--- src/rtl/five12_pkg.sv ---
// Shared definitions for the move command path and the game-state stage.
// Contents:
//   DIR_R/L/U/D - 2-bit move direction codes
//   state_t     - move_cmd_gen handshake FSM states
//   prio_dir()  - fixed-priority encode R > L > U > D of a {D,U,L,R} vector
package five12_pkg;

    localparam logic [1:0] DIR_R = 2'b00;
    localparam logic [1:0] DIR_L = 2'b01;
    localparam logic [1:0] DIR_U = 2'b10;
    localparam logic [1:0] DIR_D = 2'b11;

    typedef enum logic [1:0] {
        IDLE     = 2'b00,
        PEND     = 2'b01,
        WAIT_REL = 2'b10
    } state_t;

    // Bit order of btns is {D,U,L,R}; the lowest set bit wins.
    function automatic logic [1:0] prio_dir(input logic [3:0] btns);
        logic [1:0] dir;
        dir = DIR_D;
        if (btns[0]) begin
            dir = DIR_R;
        end else if (btns[1]) begin
            dir = DIR_L;
        end else if (btns[2]) begin
            dir = DIR_U;
        end
        return dir;
    endfunction

endpackage

--- src/rtl/btn_debounce.sv ---
// Synchroniser plus debouncer for one raw pushbutton.
// Ports:
//   clk    - clock
//   rst    - synchronous active-high reset
//   raw    - asynchronous, bouncing button level (1 = pressed)
//   stable - debounced level; flips only after the synchronised input has
//            differed from it for DEBOUNCE_CYCLES consecutive cycles
module btn_debounce #(
    parameter int unsigned SYNC_STAGES     = 2,
    parameter int unsigned DEBOUNCE_CYCLES = 16
) (
    input  logic clk,
    input  logic rst,
    input  logic raw,
    output logic stable
);

    localparam int unsigned CW = $clog2(DEBOUNCE_CYCLES);
    localparam logic [CW-1:0] CNT_MAX = CW'(DEBOUNCE_CYCLES - 1);

    logic [SYNC_STAGES-1:0] sync_q, sync_d;
    logic [CW-1:0]          cnt_q, cnt_d;
    logic                   stable_q, stable_d;
    logic                   sync_out;

    assign sync_out = sync_q[SYNC_STAGES-1];

    always_comb begin
        sync_d   = {sync_q[SYNC_STAGES-2:0], raw};
        cnt_d    = '0;
        stable_d = stable_q;
        if (sync_out != stable_q) begin
            // The final differing cycle is the one that flips the level.
            if (cnt_q == CNT_MAX) begin
                stable_d = ~stable_q;
            end else begin
                cnt_d = cnt_q + 1'b1;
            end
        end
    end

    always_ff @(posedge clk) begin
        if (rst) begin
            sync_q   <= '0;
            cnt_q    <= '0;
            stable_q <= 1'b0;
        end else begin
            sync_q   <= sync_d;
            cnt_q    <= cnt_d;
            stable_q <= stable_d;
        end
    end

    assign stable = stable_q;

endmodule

--- src/rtl/move_cmd_gen.sv ---
// Turns the four raw direction buttons into one move command per press,
// delivered over a valid/ready handshake. All buttons must be released
// before the next command can be raised.
// Ports:
//   clk, rst                 - clock, synchronous active-high reset
//   btnR, btnL, btnU, btnD   - raw button levels (1 = pressed)
//   cmd_valid                - a move command is pending
//   cmd_dir                  - move direction (00 R, 01 L, 10 U, 11 D)
//   cmd_ready                - consumer accepts when high with cmd_valid
//   btn_stable               - debounced levels {D,U,L,R}
module move_cmd_gen
    import five12_pkg::*;
#(
    parameter int unsigned DEBOUNCE_CYCLES = 16,
    parameter int unsigned SYNC_STAGES     = 2
) (
    input  logic       clk,
    input  logic       rst,
    input  logic       btnR,
    input  logic       btnL,
    input  logic       btnU,
    input  logic       btnD,
    output logic       cmd_valid,
    output logic [1:0] cmd_dir,
    input  logic       cmd_ready,
    output logic [3:0] btn_stable
);

    logic [3:0] btn_raw;
    assign btn_raw = {btnD, btnU, btnL, btnR};

    for (genvar i = 0; i < 4; i++) begin : g_btn
        btn_debounce #(
            .SYNC_STAGES     (SYNC_STAGES),
            .DEBOUNCE_CYCLES (DEBOUNCE_CYCLES)
        ) u_debounce (
            .clk    (clk),
            .rst    (rst),
            .raw    (btn_raw[i]),
            .stable (btn_stable[i])
        );
    end

    state_t     state_q, state_d;
    logic [1:0] dir_q, dir_d;

    always_comb begin
        state_d = state_q;
        dir_d   = dir_q;
        case (state_q)
            IDLE: begin
                if (|btn_stable) begin
                    state_d = PEND;
                    dir_d   = prio_dir(btn_stable);
                end
            end
            PEND: begin
                if (cmd_ready) begin
                    state_d = WAIT_REL;
                end
            end
            WAIT_REL: begin
                if (btn_stable == 4'b0000) begin
                    state_d = IDLE;
                end
            end
            default: begin
                state_d = IDLE;
            end
        endcase
    end

    always_ff @(posedge clk) begin
        if (rst) begin
            state_q <= IDLE;
            dir_q   <= DIR_R;
        end else begin
            state_q <= state_d;
            dir_q   <= dir_d;
        end
    end

    assign cmd_valid = (state_q == PEND);
    assign cmd_dir   = dir_q;

endmodule
--- config.mk ---
export PLATFORM = sky130hd
export DESIGN_NAME = move_cmd_gen
export DESIGN_NICKNAME = d
export VERILOG_FILES = /design/src/rtl/five12_pkg.sv /design/src/rtl/btn_debounce.sv /design/src/rtl/move_cmd_gen.sv
export SDC_FILE = /design/constraint.sdc
export NUM_CORES = 1
export LEC_CHECK = 0
export CORE_MARGIN = 2
export CORE_UTILIZATION = 30
export DETAILED_ROUTE_END_ITERATION = 8
export GPL_ROUTABILITY_DRIVEN = 0
export PLACE_DENSITY_LB_ADDON = 0.1
export SYNTH_ARGS = -nofsm -noshare
export SYNTH_HDL_FRONTEND = slang
export SYNTH_HIERARCHICAL = 1
export SYNTH_SLANG_ARGS = --single-unit
--- constraint.sdc ---
create_clock -name clk -period 3 [get_ports clk]
set_input_delay 0.6 -clock clk [delete_from_list [all_inputs] [get_ports clk]]
set_output_delay 0.6 -clock clk [all_outputs]
set_load 0.02 [all_outputs]
==> flow_metrics.py <==
metrics = {
    "layout": {
        "syn_to_final_growth_pct": 22.05,
        "finalNetCount": 143,
        "n_antenna_cell": 0,
        "fin_util_pct": 38.59,
        "drive_gt1_share_pct": 8.462,
    },
    "pwr": {
        "p_int_mw": 0.5937,
        "power_density_nw_per_um2": 513.3,
        "irDropWorstVdd_uv": 210.1,
        "clkPwrFrac_pct": 38.0,
        "p_sw_share_pct": 19.34,
        "power_frac_seq_pct": 59.1,
        "leakage_nw": 0.6285,
        "p_sw_mw": 0.1424,
        "power.share.combinational_pct": 3.0,
    },
    "yosys": {
        "yosysWarnings": 6,
        "synth.distinct_cells": 19,
        "synth_seq_area_share_pct": 54.53,
        "ys_async_sr_fraction_pct": 0,
        "synth_common_cells": "32 x dfxtp_1, 18 x nor2_1, 12 x xor2_1, 9 x nor2b_1, 8 x nand3_1",
        "synth_largest_area_cell": "dfxtp_1",
        "synth_area_leaders": "dfxtp_1 55%, xor2_1 8.9%, nor2_1 5.8%",
        "syn_nets": 123,
        "synth_edf_count": 0,
        "yosysTopAreaCellShare_pct": 54.53,
        "yosysMostFrequentCell": "dfxtp_1",
        "ys_seq_elements": 32,
        "synth-main-ff-cell": "dfxtp_1",
        "synth_area_per_cell_um2": 10.49,
        "synthCells": 112,
        "syn_area_um2": 1175,
    },
    "grt": {
        "grt_pass1_vias": 794,
        "grt_antenna_before_repair": 0,
        "grt_max_degree": 25,
        "grt_overflow": 0,
        "grt_pass1_wl_um": 3312,
        "grtUsageTotal_pct": 10.20,
    },
    "placement": {
        "place_ws_ns": 0.9270,
        "dp_hpwl_um": 1270,
        "portBuffers": 13,
    },
    "sta": {
        "maxSlewViolCount": 0,
        "max_freq_mhz": 497.3,
        "rsz0062_at_grt": "no",
        "setup_ws_ns": 0.9892,
        "slew_headroom_pct": 51.13,
        "hold_viol_final": 0,
        "holdWs_ns": 0.4371,
        "setup_viol": 0,
        "skew_ns": 0.002668,
        "fin_crit_ns": 2.011,
        "fin_crit_sh_pct": 67.03,
        "max_slew.worst_pin.slew_ns": 0.7307,
        "fin_setup_tns_ns": 0,
    },
    "worst_setup_path": {
        "slowest_delay_ns": 0.60,
        "worst_setup_path_start_kind": "register",
        "crit_path_end_kind": "output pin",
        "crit_chain": "nor2b_1 -> clkdlybuf4s50_1",
        "required_ns": 2.40,
        "worstSetupPathType": "register to output pin",
        "worstPathArrival_ns": 1.41,
        "worstPathMaxFanout": 6,
        "cp_slowest_cell": "clkdlybuf4s50_1",
    },
    "die": {
        "die_w_um": 66.58,
        "start_util_pct": 31.62,
        "fp.dieH_um": 66.58,
        "dieArea_um2": 4433,
        "pin_count": 14,
        "core_um2": 3716,
        "rows": 22,
    },
    "cts": {
        "ctsResizeCount": 0,
        "cts_buffer_depth": 2,
        "clk_latency_ns": 0.27,
        "ctsRootBufferMaster": "clkbuf_8",
        "cts_num_sinks": 32,
        "cts_setup_buffers": 0,
        "htree_levels": 2,
        "tritoncts": "done",
        "clk_pin_slew_worst_paths_ns": 0.06,
        "hold_buffers": 0,
        "numCtsBuffers": 5,
    },
    "routing": {
        "ant_nets": 0,
        "via_count": 782,
        "wl_per_cell_um": 9.809,
        "wl_um": 1746,
        "dr.first_iter.drc_count": 34,
        "dr.pass1.iters": 3,
        "drt-vias-per-instance": 4.393,
        "drc_errors": 0,
    },
    "run": {
        "cap_violations": 0,
    },
    "outcome": {
        "outcome": "complete, no violations",
    },
    "hold_path": {
        "hold_path.class": "register to register",
    },
}
## cell usage in the layout (no fill, tap or decap)
cell / synthesis / final
a221oi_1: 1 / 1
mux2i_1: 4 / 4
or4_4: 1 / 1
nand3b_1: 6 / 6
clkdlybuf4s50_1: 0 / 13
inv_1: 6 / 6
xor2_1: 12 / 12
nand3_1: 8 / 8
ha_1: 4 / 4
a21oi_1: 1 / 1
dfxtp_1: 32 / 32
clkbuf_8: 0 / 5
nor2_1: 18 / 18
o21ai_0: 1 / 1
o21a_1: 1 / 1
a2111oi_0: 1 / 1
nor2b_1: 9 / 9
nor3_1: 1 / 1
a21oi_2: 1 / 1
and3b_2: 4 / 4
a21o_1: 1 / 1
## area by class of cell
class / instances / area [um^2]
Timing Repair Buffer: 13 / 130.1
Multi-Input combinational cell: 74 / 511.7
Fill cell: 378 / 2282
Inverter: 6 / 22.52
Sequential cell: 32 / 640.6
Tap cell: 48 / 60.06
Clock buffer: 5 / 68.82
## power by group through the flow
stage,clock [mW],combinational (mW),sequential (mW)
detailed placement,0,0.0226,0.444
CTS,0.294,0.0226,0.435
floorplan,0,0.00909,0.443
global route,0.317,0.0247,0.435
finish,0.279,0.0219,0.435
global placement,0,0.0218,0.444
## worst max-delay path, delay by kind of cell (launching register included)
kind / cells / cell delay [ns]
simple gates: 1 / 0.15
flops: 1 / 0.39
buf+inv: 1 / 0.60
## routing by layer
metal  GRT usage (%)  vias up  wire length (um)
met5               0        -                 0
met4           6.888        0                21
met3           4.054        2                84
met2           15.75       15               824
met1           11.48      355               816
li1                -      410                 -
## registers in the layout, indices dropped and copies added (netlist names)
name                     count
g_btn.u_debounce/cnt_q      16
g_btn.u_debounce/sync_q      8
g_btn.u_debounce/stable      4
cmd_dir                      2
state_q                      2
## stage by stage
| step | cell area, um^2 | total power, mW | instances |
|---|---|---|---|
| CTS | 1434 | 0.7515 | 178 |
| global placement | 1365 | 0.4657 | 173 |
| floorplan | 1175 | 0.4525 | 112 |
| detailed placement | 1365 | 0.4666 | 173 |
| finish | 1434 | 0.7360 | 178 |
| global route | 1434 | 0.7774 | 178 |
## cell families (layout without fill, tap and decap cells)
kind of cell               count (synthesis)  in the layout  synth area share (%)
buffers and inverters                      6             24                 1.917
AOI/OAI and AO/OA                          7              7                 4.366
muxes                                      4              4                 3.408
adders and majority gates                  4              4                 4.260
DFF                                       32             32                 54.53
and+or+nand+nor                           47             47                 22.58
xor gates and xnor gates                  12             12                 8.946
## worst paths after layout
| check | start | to | slack, ns | depth (start not counted) |
|---|---|---|---|---|
| setup reg to reg | g_btn[0].u_debounce/stable | cmd_dir[1] | 1.72 | 3 |
| hold reg to reg | g_btn[0].u_debounce/sync_q[0] | g_btn[0].u_debounce/sync_q[1] | 0.44 | 1 |
| hold / removal | g_btn[0].u_debounce/sync_q[0] | g_btn[0].u_debounce/sync_q[1] | 0.44 | 1 |
| setup / recovery | state_q[0] | cmd_valid | 0.99 | 2 |
Power figures use the tool's default switching activity.
==> RTL edit, RTL diff (same settings) <==
`DEBOUNCE_CYCLES` is set to 16 in 2 places; all go to 32.
--- a/src/rtl/btn_debounce.sv
+++ b/src/rtl/btn_debounce.sv
@@ -7,7 +7,7 @@
 //            differed from it for DEBOUNCE_CYCLES consecutive cycles
 module btn_debounce #(
     parameter int unsigned SYNC_STAGES     = 2,
-    parameter int unsigned DEBOUNCE_CYCLES = 16
+    parameter int unsigned DEBOUNCE_CYCLES = 32
 ) (
     input  logic clk,
     input  logic rst,
--- a/src/rtl/move_cmd_gen.sv
+++ b/src/rtl/move_cmd_gen.sv
@@ -11,7 +11,7 @@
 module move_cmd_gen
     import five12_pkg::*;
 #(
-    parameter int unsigned DEBOUNCE_CYCLES = 16,
+    parameter int unsigned DEBOUNCE_CYCLES = 32,
     parameter int unsigned SYNC_STAGES     = 2
 ) (
     input  logic       clk,
Check against the original RTL: same outputs for any inputs over 10 cycles, from zero or initial values and one cycle with rst high; that may be too few to reach the edited logic, so the function may still have changed.
==> RTL edit against the unedited design <==
- count of clock-buffer cells in the layout up 3
- non-clock buffer count unchanged
- final cell count increased by 13%
- final area is 13% higher
- worst setup slack got worse by 15 ps
- wire length rose by 18%
- sequential cell count grew 4
- sequential share of layout area shrank 0.060 points
- power rose by 16%
- highest routed layer unchanged
- area after synthesis increased by 13%
- via count rose by 10%
- sequential power grew 12%
- synthesized cell count up 14%
==> RTL edit: results (changes against the unedited design) <==
Worst slew margin - 54.01% (+2.9 points)
Critical R2R Launch - g_btn[2].u_debounce/cnt_q[0]
first-pass GRT wire length - 3684 um (+11%)
vias per cell - 4.299 (-2.2%)
Iter 0 DRT Violations - 11 (-68%)
outcome - finished clean
Final nets - 163 (+14%)
met3 Use GR - 5.128% (+1.1 points)
DR vias - 864 (+10%)
CP Capture Point - btn_stable[0]
share of cells above drive strength 1 - 8.054% (-0.41 points)
R2R Path End - g_btn[2].u_debounce/cnt_q[2]
GRT Overall Usage - 9.701% (-0.50 points)
Leak - 0.0006221 uW (-1.0%)
IR drop worst, VDD - 0.2387 mV (+14%)
placed wire-length estimate - 1510 um (+19%)
Worst path max stage delay - 670 ps (+70 ps)
synth top area cells - dfxtp_1 (54%), ha_1 (7.5%), nor2_1 (7.3%), xnor2_1 (5.3%), nor2b_1 (4.2%)
vias in the first global route - 876 (+10%)
number of flip-flops in the largest register - 20 (+4)
placed cell count - 193 (+12%)
register area share after synthesis - 54.19% (-0.34 points)
Netlist cell types - 21 (+2)
Worst EP arrival - 1430 ps (+20 ps)
met2 Track Usage GR - 16.25% (+0.50 points)
RTL edit: worst register-to-register path: stages, from the launching register on:
cell and delay [ps]:
dfxtp_1 320, ha_1 220, and3_1 150, ha_1 210
or3_4 420, nor2_1 130
RTL edit: through the flow:
stage	setup WS (ps)	utilization [%]	total power, uW	area (um^2)
2_1_floorplan	1599	-	507.7	1330
3_3_place_gp	864.0	35.27	521.0	1525
3_5_place_dp	846.4	35.27	521.6	1525
4_1_cts	946.5	37.36	873.6	1615
5_1_grt	889.6	37.36	900.3	1615
6_report	974.3	37.36	852.8	1615
RTL edit: cell families after synthesis:
logic type	share of synthesized area [%]
AND/OR/NAND/NOR	20.69
adder cells (fa/ha/maj)	7.526
XOR/XNOR	7.902
AO/OA/AOI/OAI	3.857
flip-flops	54.19
buffers and inverters	2.823
multiplexers	3.010
RTL edit: worst min-delay path by stage:
stage | slack, ps | from | to
2_1_floorplan | 410 | g_btn[0].u_debounce/sync_q[0] | g_btn[0].u_debounce/sync_q[1]
5_1_grt | 460 | g_btn[1].u_debounce/sync_q[0] | g_btn[1].u_debounce/sync_q[1]
6_report | 440 | g_btn[2].u_debounce/sync_q[0] | g_btn[2].u_debounce/sync_q[1]
4_1_cts | 440 | g_btn[2].u_debounce/sync_q[0] | g_btn[2].u_debounce/sync_q[1]
3_5_place_dp | 420 | g_btn[2].u_debounce/sync_q[0] | g_btn[2].u_debounce/sync_q[1]
3_3_place_gp | 420 | g_btn[2].u_debounce/sync_q[0] | g_btn[2].u_debounce/sync_q[1]
RTL edit: cell type report:
class | instances | area [um^2]
Timing Repair Buffer | 13 | 130.1
Clock buffer | 8 | 90.09
Fill cell | 449 | 2709
Multi-Input combinational cell | 82 | 571.8
Sequential cell | 36 | 720.7
Tap cell | 52 | 65.06
Inverter | 10 | 37.54
RTL edit: power breakdown:
| group | total (uW) | switching (uW) | internal [uW] | leakage, uW |
|---|---|---|---|---|
| Sequential | 488 | 3.15 | 485 | 0.000292 |
| Clock | 343 | 156 | 187 | 0.0000455 |
| Combinational | 22.4 | 8.98 | 13.4 | 0.000285 |
RTL edit: routing by layer:
metal,wire length [um],share of wire (%),vias to the layer above
li1,-,-,457
met1,925,45,394
met2,1041,50,11
met3,77,3.7,2
met4,17,0.82,0
met5,0,0,-
